===== src/rtl/fwd_scoreboard_pkg.sv =====
// ---------------------------------------------------------------------------
// fwd_scoreboard_pkg
//  Shared constants for the hazard/forwarding scoreboard.
//  - Result-kind codes (what a bypass value is): V (register file), PC, AO
//    (ALU out), MD (memory data), HL (HI/LO).
//  - FWD_SEL_RF: forwarding select meaning "take the register file value".
//  - Stage record field layout, youngest field last in the packed view:
//      {valid, wa[ADDR_W-1:0], tnew[TNEW_W-1:0], src[SRC_W-1:0]}
//    The top keeps each field in its own packed vector (stage 1 at slice 0)
//    so the per-port comparator can scan the stages without unpacking.
// ---------------------------------------------------------------------------
package fwd_scoreboard_pkg;

  localparam int unsigned SRC_V  = 0;
  localparam int unsigned SRC_PC = 1;
  localparam int unsigned SRC_AO = 2;
  localparam int unsigned SRC_MD = 3;
  localparam int unsigned SRC_HL = 4;

  localparam int unsigned FWD_SEL_RF = 0;

endpackage


===== src/rtl/fwd_scoreboard_port_cmp.sv =====
// ---------------------------------------------------------------------------
// fwd_port_cmp
//  Compares one decode-stage read port against all DEPTH in-flight records.
//  The youngest matching stage (lowest index) wins.
//  Ports:
//    rec_vld/rec_wa/rec_tnew/rec_src  packed stage records, stage k at slice k-1
//    rd_addr, rd_used, rd_tuse        this port's read request
//    sel     0 = register file, k = stage k
//    src     result kind of the selected stage, V when sel = 0
//    rdy     selected value exists this cycle
//    hazard  match whose result arrives later than this port needs it
// ---------------------------------------------------------------------------
module fwd_port_cmp
  import fwd_scoreboard_pkg::*;
#(
  parameter int DEPTH  = 3,
  parameter int ADDR_W = 5,
  parameter int TNEW_W = 2,
  parameter int SRC_W  = 3,
  parameter int SEL_W  = $clog2(DEPTH + 1)
) (
  input  logic [DEPTH-1:0]        rec_vld,
  input  logic [DEPTH*ADDR_W-1:0] rec_wa,
  input  logic [DEPTH*TNEW_W-1:0] rec_tnew,
  input  logic [DEPTH*SRC_W-1:0]  rec_src,
  input  logic [ADDR_W-1:0]       rd_addr,
  input  logic                    rd_used,
  input  logic [TNEW_W-1:0]       rd_tuse,
  output logic [SEL_W-1:0]        sel,
  output logic [SRC_W-1:0]        src,
  output logic                    rdy,
  output logic                    hazard
);

  logic              hit;
  logic [TNEW_W-1:0] hit_tnew;

  // Scan oldest to youngest so the last assignment is the youngest match.
  always_comb begin
    sel      = SEL_W'(FWD_SEL_RF);
    src      = SRC_W'(SRC_V);
    hit      = 1'b0;
    hit_tnew = '0;
    for (int k = DEPTH; k >= 1; k--) begin
      if (rec_vld[k-1] && rd_used && (rd_addr != '0) &&
          (rec_wa[(k-1)*ADDR_W +: ADDR_W] == rd_addr)) begin
        hit      = 1'b1;
        sel      = SEL_W'(k);
        src      = rec_src[(k-1)*SRC_W +: SRC_W];
        hit_tnew = rec_tnew[(k-1)*TNEW_W +: TNEW_W];
      end
    end
    rdy    = hit ? (hit_tnew == '0) : 1'b1;
    hazard = hit && (hit_tnew > rd_tuse);
  end

endmodule


===== src/rtl/fwd_scoreboard.sv =====
// ---------------------------------------------------------------------------
// fwd_scoreboard
//  Hazard/forwarding controller for the pipelined MIPS core. Tracks in-flight
//  register writes over DEPTH stages (1 = E .. DEPTH = W) with Tnew counters
//  and checks NUM_RD decode read ports (with Tuse) against them.
//  Ports:
//    clk, reset                 rising-edge clock, synchronous active-high reset
//    d_valid/d_wa/d_tnew/d_src  write issued by the D instruction
//    rd_addr/rd_used/rd_tuse    packed read ports, port i at slice i
//    flush                      kill D issue (stage-1 write becomes a bubble)
//    stall                      freeze PC/D, bubble into E
//    fwd_sel/fwd_src/fwd_rdy    per-port bypass select, result kind, ready
//    stall_cnt                  stall cycle counter
//  Configuration macro FWD_STALL_CNT_EN: when defined, stall_cnt counts stalled
//  edges (saturating); otherwise it is tied to zero with no flops.
// ---------------------------------------------------------------------------
module fwd_scoreboard
  import fwd_scoreboard_pkg::*;
#(
  parameter int NUM_RD = 2,
  parameter int DEPTH  = 3,
  parameter int ADDR_W = 5,
  parameter int TNEW_W = 2,
  parameter int SRC_W  = 3,
  parameter int SEL_W  = $clog2(DEPTH + 1)
) (
  input  logic                     clk,
  input  logic                     reset,
  input  logic                     d_valid,
  input  logic [ADDR_W-1:0]        d_wa,
  input  logic [TNEW_W-1:0]        d_tnew,
  input  logic [SRC_W-1:0]         d_src,
  input  logic [NUM_RD*ADDR_W-1:0] rd_addr,
  input  logic [NUM_RD-1:0]        rd_used,
  input  logic [NUM_RD*TNEW_W-1:0] rd_tuse,
  input  logic                     flush,
  output logic                     stall,
  output logic [NUM_RD*SEL_W-1:0]  fwd_sel,
  output logic [NUM_RD*SRC_W-1:0]  fwd_src,
  output logic [NUM_RD-1:0]        fwd_rdy,
  output logic [31:0]              stall_cnt
);

  function automatic logic [TNEW_W-1:0] tnew_dec(input logic [TNEW_W-1:0] t);
    return (t == '0) ? '0 : t - 1'b1;
  endfunction

  logic [DEPTH-1:0]        rec_vld;
  logic [DEPTH*ADDR_W-1:0] rec_wa;
  logic [DEPTH*TNEW_W-1:0] rec_tnew;
  logic [DEPTH*SRC_W-1:0]  rec_src;
  logic [NUM_RD-1:0]       port_hazard;
  logic                    issue;

  // A write to $0 is never recorded: nothing may forward from it.
  assign issue = d_valid && !stall && !flush && (d_wa != '0);
  assign stall = |port_hazard;

  // ---- Record shift register: D -> stage 1 -> ... -> stage DEPTH (retire) ----
  always_ff @(posedge clk) begin
    if (reset) begin
      rec_vld  <= '0;
      rec_wa   <= '0;
      rec_tnew <= '0;
      rec_src  <= '0;
    end else begin
      rec_vld[0]               <= issue;
      rec_wa[0 +: ADDR_W]      <= issue ? d_wa   : '0;
      rec_tnew[0 +: TNEW_W]    <= issue ? d_tnew : '0;
      rec_src[0 +: SRC_W]      <= issue ? d_src  : '0;
      for (int k = 1; k < DEPTH; k++) begin
        rec_vld[k]                 <= rec_vld[k-1];
        rec_wa[k*ADDR_W +: ADDR_W] <= rec_wa[(k-1)*ADDR_W +: ADDR_W];
        rec_tnew[k*TNEW_W +: TNEW_W] <= tnew_dec(rec_tnew[(k-1)*TNEW_W +: TNEW_W]);
        rec_src[k*SRC_W +: SRC_W]  <= rec_src[(k-1)*SRC_W +: SRC_W];
      end
    end
  end

  // ---- Per-port comparison against the records (combinational) ----
  for (genvar i = 0; i < NUM_RD; i++) begin : g_port
    fwd_port_cmp #(
      .DEPTH  (DEPTH),
      .ADDR_W (ADDR_W),
      .TNEW_W (TNEW_W),
      .SRC_W  (SRC_W),
      .SEL_W  (SEL_W)
    ) u_cmp (
      .rec_vld  (rec_vld),
      .rec_wa   (rec_wa),
      .rec_tnew (rec_tnew),
      .rec_src  (rec_src),
      .rd_addr  (rd_addr[i*ADDR_W +: ADDR_W]),
      .rd_used  (rd_used[i]),
      .rd_tuse  (rd_tuse[i*TNEW_W +: TNEW_W]),
      .sel      (fwd_sel[i*SEL_W +: SEL_W]),
      .src      (fwd_src[i*SRC_W +: SRC_W]),
      .rdy      (fwd_rdy[i]),
      .hazard   (port_hazard[i])
    );
  end

`ifdef FWD_STALL_CNT_EN
  logic [31:0] stall_cnt_q;

  always_ff @(posedge clk) begin
    if (reset) begin
      stall_cnt_q <= '0;
    end else if (stall && (stall_cnt_q != 32'hFFFF_FFFF)) begin
      stall_cnt_q <= stall_cnt_q + 32'd1;
    end
  end

  assign stall_cnt = stall_cnt_q;
`else
  assign stall_cnt = 32'd0;
`endif

endmodule


===== config.mk =====
export PLATFORM = sky130hd
export DESIGN_NAME = fwd_scoreboard
export DESIGN_NICKNAME = d
export VERILOG_FILES = /design/src/rtl/fwd_scoreboard_pkg.sv /design/src/rtl/fwd_scoreboard_port_cmp.sv /design/src/rtl/fwd_scoreboard.sv
export SDC_FILE = /design/constraint.sdc
export NUM_CORES = 1
export LEC_CHECK = 0
export ABC_AREA = 1
export BUFFER_PORTS_ARGS = -buffer_cell sky130_fd_sc_hd__buf_2
export CAP_MARGIN = 10
export CORE_UTILIZATION = 45
export DETAILED_ROUTE_END_ITERATION = 16
export GPL_TIMING_DRIVEN = 0
export PLACE_DENSITY = 0.75
export RECOVER_POWER = 25
export SLEW_MARGIN = 40
export SYNTH_ARGS = -nofsm -noshare
export SYNTH_HDL_FRONTEND = slang
export SYNTH_SLANG_ARGS = --single-unit

===== constraint.sdc =====
create_clock -name clk -period 2.4 [get_ports clk]
set_input_delay 0.36 -clock clk [delete_from_list [all_inputs] [get_ports clk]]
set_output_delay 0.36 -clock clk [all_outputs]
set_load 0.02 [all_outputs]

==> results.cfg, run 1 <==
[outcome]
status = finished with violations
violations = negative setup slack

[pwr]
intPower_uw = 995
leakage_nw = 1.72
power_density_nw_per_um2 = 412
pwr-share-comb = 0.188
p_seq_frac = 0.420
switching_share = 0.264
peakVddDrop_mv = 0.448
p_clk_frac = 0.393
power.switching_uw = 358

[sta]
slew_violations = 0
fin_ws_ns = -0.137
rsz0062_at_grt = true
final_hold_viol_count = 0
fin_tns_setup_ns = -0.186
min_period_ns = 2.54
setup_violations = 2
fmax_ghz = 0.394
max_slew_margin = 0.655
period_share = 1.06
skew_ns = 0.00445
worst_slew_pin_slew_ns = 0.517

[place]
place_area_um2 = 2810
dp_hpwl_um = 4140
port-buffer-count = 42
gp_congestion = 0.897

[global_route]
grt_max_degree = 11
antenna_found_initial = 0
grt_pass1_vias = 1993
grt_pass1_wl_um = 8300
grt_util_all_layers = 0.198
gr-total-overflow = 0

[setup_path]
startpoint = rec_wa[7]
cp_slowest_cell = dfxtp_2
crit_chain = inv_2 -> nand2_1 -> nand2_1 -> nand2_2 -> nor2_4 -> nand3_1 -> nand2_1 -> inv_1 -> nand2_1 -> nand2_2 -> inv_2 -> ha_4 -> a21oi_2 -> a21oi_2 -> nand2_2 -> nand2_2 -> buf_6
path_depth = 17
r2r_start = rec_wa[7]
crit_family = simple AND/OR/NAND/NOR gates
ff2ff_path_depth = 19
max_stage_delay_ns = 0.33
cp.required_ns = 2.04
path_max_fanout = 4
worstPathArrival_ns = 2.18
cp-end-kind = primary output
critical_path.startpoint_type = flip-flop
critical_path_class = flip-flop to primary output
cp_num_buf_inv = 4

[synthesis]
ys_seq_area_frac = 0.276
syn_inst = 377
mappedNetlistArea_um2 = 2400
synth_seq_cells = 33
yosysWarnings = 0
syn_area_per_cell_um2 = 6.36
yosys.cell_types.count = 26

[finish]
drive_above_1_share = 0.415
post-route-util = 0.643
fin_area_um2 = 3280
layout.nets = 514
antenna_cells_inserted = 0
syn2layout_area_growth_pct = 37.0
multi_input_area_um2 = 1470
fillers = 447
regArea_um2 = 674

[cts]
cts_buffer_depth = 2
numCtsBuffers = 5
clock_sinks = 33
cts_max_level = 2
tritoncts = done
cts-root-buf = clkbuf_8
clk_pin_slew_worst_paths_ns = 0.06
clk_latency_ns = 0.28

[hold_path]
worstHoldPathCells = 3
hp-class = input port to flip-flop
hp-start = d_tnew[0]

[route]
drt_wl_total_um = 5570
dr.first_iter.drc_count = 110
wl_per_cell_um = 10.1
firstDrtPassIters = 4
via_per_inst = 4.46
drc = 0
vias = 2450
drtAntennaViolNets = 0

[floorplan]
pin_count = 75
die_x_um = 75.0
fp.coreArea_um2 = 5110
die_h_um = 75.0
dieArea_um2 = 5620
initial_core_util = 0.469
rows = 26

[job]
max_cap_viol_count = 0
power groups by stage:
| stage | Sequential (mW) | Combinational (mW) | Clock [mW] |
|---|---|---|---|
| floorplan | 0.577 | 0.178 | 0 |
| global placement | 0.579 | 0.230 | 0 |
| detailed placement | 0.579 | 0.232 | 0 |
| CTS | 0.568 | 0.238 | 0.541 |
| global route | 0.568 | 0.281 | 0.569 |
| finish | 0.568 | 0.254 | 0.531 |
worst reg2reg max path, delay by kind of cell, from the launching register on:
family,cells,cell delay (ns)
simple gates,11,0.90
buf+inv,5,0.53
flops,1,0.33
fa+ha+maj,1,0.27
compound gates,2,0.17
cells in the final DEF (no fill, tap or decap), types with 7 or more instances in the layout:
master,count
a21oi_1,7
a21oi_2,7
buf_2,38
buf_4,55
conb_1,32
dfxtp_1,24
dfxtp_2,8
inv_1,54
inv_2,17
nand2_1,79
nand2_2,19
nand3_1,20
nand3_2,9
nor2_1,35
nor2_2,16
nor2_4,8
path summary, 6_finish.rpt:
check | end | slack [ns]
setup / recovery | stall | -0.14
hold / removal | rec_tnew[0] | 0.29
setup reg to reg | rec_wa[4] | 0.09
hold reg to reg | rec_tnew[2] | 0.42
flip-flops by register name, indices dropped and copies added (netlist names):
| name | flops |
|---|---|
| rec_wa | 15 |
| rec_vld | 3 |
| rec_tnew | 6 |
| rec_src | 9 |
routing by layer:
layer / GRT usage / vias up / wire length, um
li1: - / 1270 / -
met1: 0.235 / 1063 / 2360
met2: 0.338 / 107 / 2710
met3: 0.0361 / 10 / 389
met4: 0.107 / 0 / 117
met5: 0 / - / 0
final cells by class:
cell class,count,area share
well taps,70,0.0267
multi-input cells,265,0.446
repair buffers,63,0.117
inverters,73,0.0842
clock inverters,1,0.00915
flip-flops and latches,33,0.205
clock buffers,7,0.0263
plain buffers,37,0.0846
cell usage after synthesis, drive strengths merged:
| master | count | area share |
|---|---|---|
| buf | 35 | 0.11 |
| o21ai | 9 | 0.019 |
| nand4 | 3 | 0.0078 |
| nor2 | 59 | 0.13 |
| ha | 6 | 0.031 |
| nor3 | 5 | 0.010 |
| dfxtp | 33 | 0.28 |
| nand2 | 101 | 0.17 |
| nand3 | 31 | 0.084 |
| a21oi | 14 | 0.031 |
| a31oi | 2 | 0.0052 |
| clkbuf | 2 | 0.0031 |
| conb | 1 | 0.0016 |
| xor2 | 3 | 0.011 |
| clkinv | 1 | 0.0016 |
| inv | 72 | 0.11 |
logic make-up after synthesis:
group | after synthesis | synth area share
xor gates and xnor gates | 3 | 0.0110
buffers and inverters | 110 | 0.229
adders and majority gates | 6 | 0.0313
and+or+nand+nor | 199 | 0.397
other | 1 | 0.00156
AOI/OAI and AO/OA | 25 | 0.0548
DFF | 33 | 0.276
through the flow:
step	total power, mW	std cells	hold slack (ns)	worst slack [ns]
floorplan	0.755	408	0.400	0.273
global placement	0.809	520	0.411	-0.142
detailed placement	0.811	520	0.416	-0.139
CTS	1.35	543	0.284	-0.125
global route	1.42	549	0.294	-0.274
finish	1.35	549	0.289	-0.137
what timing repair did:
item                       CTS  global route
hold endpoints to repair     0             0
setup endpoints to repair    1            13
pin swaps                   19            31
hold buffers                 0             0
setup buffers               15             6
gates resized for setup     23            43
Note: power is estimated with default switching activity, not from simulation.
==> run 2, diff against run 1 <==
==> constraint.sdc (replaced) <==
create_clock -name clk -period 2.4 [get_ports clk]
set_input_delay 0 -clock clk [delete_from_list [all_inputs] [get_ports clk]]
set_output_delay 0 -clock clk [all_outputs]
set_load 0.02 [all_outputs]
==> results.cfg, run 2 (synthesis gave the netlist of run 1 again) <==
[hold_path]
whs_endpoint = rec_tnew[0]
worstHoldPathCells = 5
hp-start = d_valid
hp-class = input port to flip-flop

[sta]
setup_violations = 0
slew_violations = 0
worst_slew_pin_slew_ns = 0.511
final_hold_viol_count = 0
hold-worst-slack_ns = 0.105
fmax_ghz = 0.443
period_share = 0.942
max_slew_margin = 0.659
skew_ns = 0.00331
min_period_ns = 2.26

[setup_path]
cp_slowest_cell = dfxtp_1
cp-end-kind = primary output
worstPathArrival_ns = 2.26
cpMostUsedCell = nand2_1
max_stage_delay_ns = 0.36
critical_path_class = flip-flop to primary output
ff2ff_path_depth = 16
crit_chain = inv_1 -> nand2_1 -> nand3_1 -> nor2_2 -> nand3_4 -> inv_2 -> nand2_1 -> nand2_1 -> inv_1 -> ha_1 -> a21oi_1 -> a21oi_1 -> nand2_2 -> nand2_2 -> buf_6
path_max_fanout = 5
r2r_start = rec_wa[4]
timing.rr.end = rec_wa[2]
cp_num_buf_inv = 4
rrSetupSlack_ns = 0.20
crit_family = simple AND/OR/NAND/NOR gates
cp.required_ns = 2.40
critical_path.startpoint_type = flip-flop

[job]
max_cap_viol_count = 0

[outcome]
status = finished, final reports clean

[finish]
top_register = rec_wa
antenna_cells_inserted = 0
final_common_cell = nand2_1
reg_top3 = rec_wa x15, rec_src x9, rec_tnew x6
final_cell_mix = 90 x nand2_1, 56 x inv_1, 44 x buf_4
post-route-util = 0.619
final_cells = 549
regArea_um2 = 664
fin_area_um2 = 3160
syn2layout_area_growth_pct = 31.9
drive_above_1_share = 0.324
multi_input_area_um2 = 1350
fillers = 463
largest_reg_flops = 15
layout.nets = 514

[route]
drc = 0
firstDrtPassIters = 4
via_per_inst = 4.33
vias = 2379
dr.first_iter.drc_count = 122
wl_per_cell_um = 9.96
drtAntennaViolNets = 0
drt_wl_total_um = 5470

[pwr]
power_density_nw_per_um2 = 427
leakage_nw = 1.70
finalPower_mw = 1.35
peakVddDrop_mv = 0.453

[floorplan]
fp.coreArea_um2 = 5110
rows = 26
initial_core_util = 0.469
pin_count = 75
die_h_um = 75.0
dieArea_um2 = 5620
die_x_um = 75.0

[global_route]
grt_pass1_vias = 1945
grt_pass1_wl_um = 7940
grt_util_all_layers = 0.191
antenna_found_initial = 0
grt_max_degree = 11
gr-total-overflow = 0

[place]
port-buffer-count = 42
dp_hpwl_um = 4140
post-place-cells = 520
place_area_um2 = 2810
gp_congestion = 0.897

[cts]
cts_buffer_depth = 2
tritoncts = done
numCtsBuffers = 5
cts_max_level = 2
clock_sinks = 33
clk_pin_slew_worst_paths_ns = 0.06
cts-root-buf = clkbuf_8
clk_latency_ns = 0.28
==> run 2: cell types whose count changed in the layout (fill, tap and decap cells not counted), sizes merged <==
cell,delta
buf,-11
dlygate4sd3,+11
==> run 2: area by class of cell <==
cell class              instances  share of cell area
repair buffers                 63               0.127
inverters                      73              0.0867
well taps                      70              0.0277
flip-flops and latches         33               0.210
clock inverters                 1             0.00950
clock buffers                   7              0.0273
multi-input cells             265               0.425
plain buffers                  37              0.0867
==> run 2: worst max path at each step <==
stage               start    endpoint  slack [ns]  cells after the start
2_1_floorplan   rec_wa[3]  rec_src[0]        0.44                     16
3_3_place_gp    rec_wa[4]   rec_wa[2]        0.19                     16
3_5_place_dp    rec_wa[4]   rec_wa[2]        0.19                     16
4_1_cts         rec_wa[4]       stall        0.07                     15
5_1_grt        rec_wa[13]       stall       -0.03                     16
6_report        rec_wa[4]       stall        0.14                     15
==> run 2: stage by stage <==
step	setup TNS (ns)	setup slack, ns
finish	0	0.140
global route	-0.0266	-0.0266
CTS	0	0.0677
detailed placement	0	0.188
global placement	0	0.193
floorplan	0	0.444
==> run 2: tightest hold or removal path: stages <==
cell	delay, ns
buf_2	0.10
nand4_1	0.07
inv_1	0.05
nand3_2	0.08
nor2_1	0.05
==> run 2: power by group <==
group	switching [mW]	internal, mW	leakage [nW]
clock	0.192	0.338	0.0585
sequential	0.00805	0.560	0.269
combinational	0.151	0.103	1.38
==> run 2: layer usage <==
metal / routed length (um) / global-route usage / vias up
li1: - / - / 1271
met1: 2350 / 0.223 / 1004
met2: 2670 / 0.333 / 94
met3: 334 / 0.0281 / 10
met4: 113 / 0.109 / 0
met5: 0 / 0 / -
==> run 2: what timing repair did <==
item	CTS	global route
endpoints found under the setup margin	0	11
buffers inserted	0	10
resized for setup	0	19
endpoints found under the hold margin	12	0
hold buffers	11	0
==> run 3, diff against run 2 <==
--- a/config.mk
+++ b/config.mk
@@ -13,6 +13,7 @@
 export GPL_TIMING_DRIVEN = 0
 export PLACE_DENSITY = 0.75
 export RECOVER_POWER = 25
+export REMOVE_ABC_BUFFERS = 1
 export SLEW_MARGIN = 40
 export SYNTH_ARGS = -nofsm -noshare
 export SYNTH_HDL_FRONTEND = slang
==> results.cfg, run 3 (synthesis gave the netlist of run 1 again) <==
[place]
port-buffer-count = 42
post-place-cells = 483
gp_congestion = 0.895
dp_hpwl_um = 4090

[setup_path]
critical_path.startpoint_type = flip-flop
path_max_fanout = 4
cp.required_ns = 2.40
worstPathArrival_ns = 2.30
cp-end-kind = primary output
critical_path_class = flip-flop to primary output

[cts]
numCtsBuffers = 5
clk_pin_slew_worst_paths_ns = 0.07
cts-root-buf = clkbuf_8
cts_max_level = 2
clk_latency_ns = 0.29
cts_buffer_depth = 2
tritoncts = done
clock_sinks = 33

[global_route]
grt_max_degree = 24
grt_pass1_wl_um = 8490
grt_pass1_vias = 1935
gr-total-overflow = 0
grt_util_all_layers = 0.202
antenna_found_initial = 0

[route]
dr.first_iter.drc_count = 151
top_layer_used = met4
via_per_inst = 4.55
wl_met2_um = 2660
drtAntennaViolNets = 0
drt_wl_total_um = 5410
met3_length_um = 338
vias = 2334
drc = 0
wl_met1_um = 2330
wl_per_cell_um = 10.5
firstDrtPassIters = 4

[sta]
setup_violations = 0
min_period_ns = 2.30
period_share = 0.957
skew_ns = 0.00553
final_hold_viol_count = 0
rsz0062_at_grt = true
slew_violations = 0
fmax_ghz = 0.436

[finish]
post-route-util = 0.571
final_cell_mix = 94 x nand2_1, 60 x inv_1, 41 x buf_2
drive_above_1_share = 0.271
layout.nets = 478
top_register = rec_wa
antenna_cells_inserted = 0
final_common_cell = nand2_1
largest_reg_flops = 15
reg_top3 = rec_wa x15, rec_src x9, rec_tnew x6
syn2layout_area_growth_pct = 21.6
final_cells = 513

[floorplan]
pin_count = 75
dieArea_um2 = 5620
die_x_um = 75.0
initial_core_util = 0.469
fp.coreArea_um2 = 5110
rows = 26
die_h_um = 75.0

[hold_path]
hp-class = input port to flip-flop

[job]
max_cap_viol_count = 0

[pwr]
leakage_nw = 1.52
peakVddDrop_mv = 0.295
power_density_nw_per_um2 = 456

[outcome]
status = finished, final reports clean
run 3: changes by cell type in the layout (fill, tap and decap cells not counted), moves of 4 or more:
cell      previous run  this run
buf_4               44        12
clkbuf_1             4         0
inv_1               56        60
inv_2               16        10
nand2_1             90        94
nand2_2              9         5
run 3: stage by stage:
| stage | setup TNS (ns) | total power, mW | worst slack (ns) | hold WS [ns] | cell area (um2) |
|---|---|---|---|---|---|
| 2_1_floorplan | 0 | 0.710 | 0.380 | 0.0713 | 2240 |
| 3_3_place_gp | 0 | 0.766 | 0.0545 | 0.223 | 2540 |
| 3_5_place_dp | 0 | 0.770 | 0.0140 | 0.227 | 2540 |
| 4_1_cts | 0 | 1.33 | 0.00427 | 0.132 | 2770 |
| 5_1_grt | -0.0369 | 1.39 | -0.0369 | 0.153 | 2920 |
| 6_report | 0 | 1.33 | 0.104 | 0.129 | 2920 |
run 3: power breakdown:
| group | leakage [nW] | internal [mW] | switching [mW] |
|---|---|---|---|
| combinational | 1.19 | 0.0660 | 0.144 |
| clock | 0.0574 | 0.337 | 0.212 |
| sequential | 0.270 | 0.560 | 0.00861 |
run 3: repair_timing:
action | in CTS | in global routing
resized for setup | 2 | 16
endpoints found under the hold margin | 10 | 0
endpoints found under the setup margin | 2 | 12
setup buffers | 0 | 11
hold buffers | 10 | 0
pin swaps | 0 | 10
gates cloned | 0 | 1
run 3: layout make-up:
cell class | instances | area, um2
clock buffer | 6 | 82.6
fill | 508 | 2190
clock inverter | 2 | 37.5
sequential | 33 | 667
inverter | 73 | 279
multi-input combinational | 266 | 1370
timing repair buffer | 63 | 395
tap | 70 | 87.6
run 3: worst max-delay path: stages, from the launching register on:
cell,delay [ns]
dfxtp_2,0.35
inv_1,0.07
a21oi_1,0.15
nand2_2,0.09
nor2_4,0.17
buf_4,0.14
nand3_1,0.05
nand2_1,0.06
inv_1,0.04
nand2_1,0.05
nand2_1,0.08
ha_1,0.30
a21oi_2,0.18
nand2_2,0.09
nand2_1,0.07
buf_4,0.13
run 3: routing by layer:
layer	vias up	global-route usage
met5	-	0
met4	0	0.0629
met3	10	0.0375
met2	90	0.341
met1	1030	0.263
li1	1204	-
run 3: path summary, 6_finish.rpt:
check	from	end	slack (ns)	cells after the start
worst max-delay path	rec_wa[8]	stall	0.10	15
worst min-delay path	reset	rec_wa[8]	0.13	2
worst max register to register	rec_wa[8]	rec_tnew[0]	0.17	16
worst min register to register	rec_tnew[0]	rec_tnew[2]	0.43	1
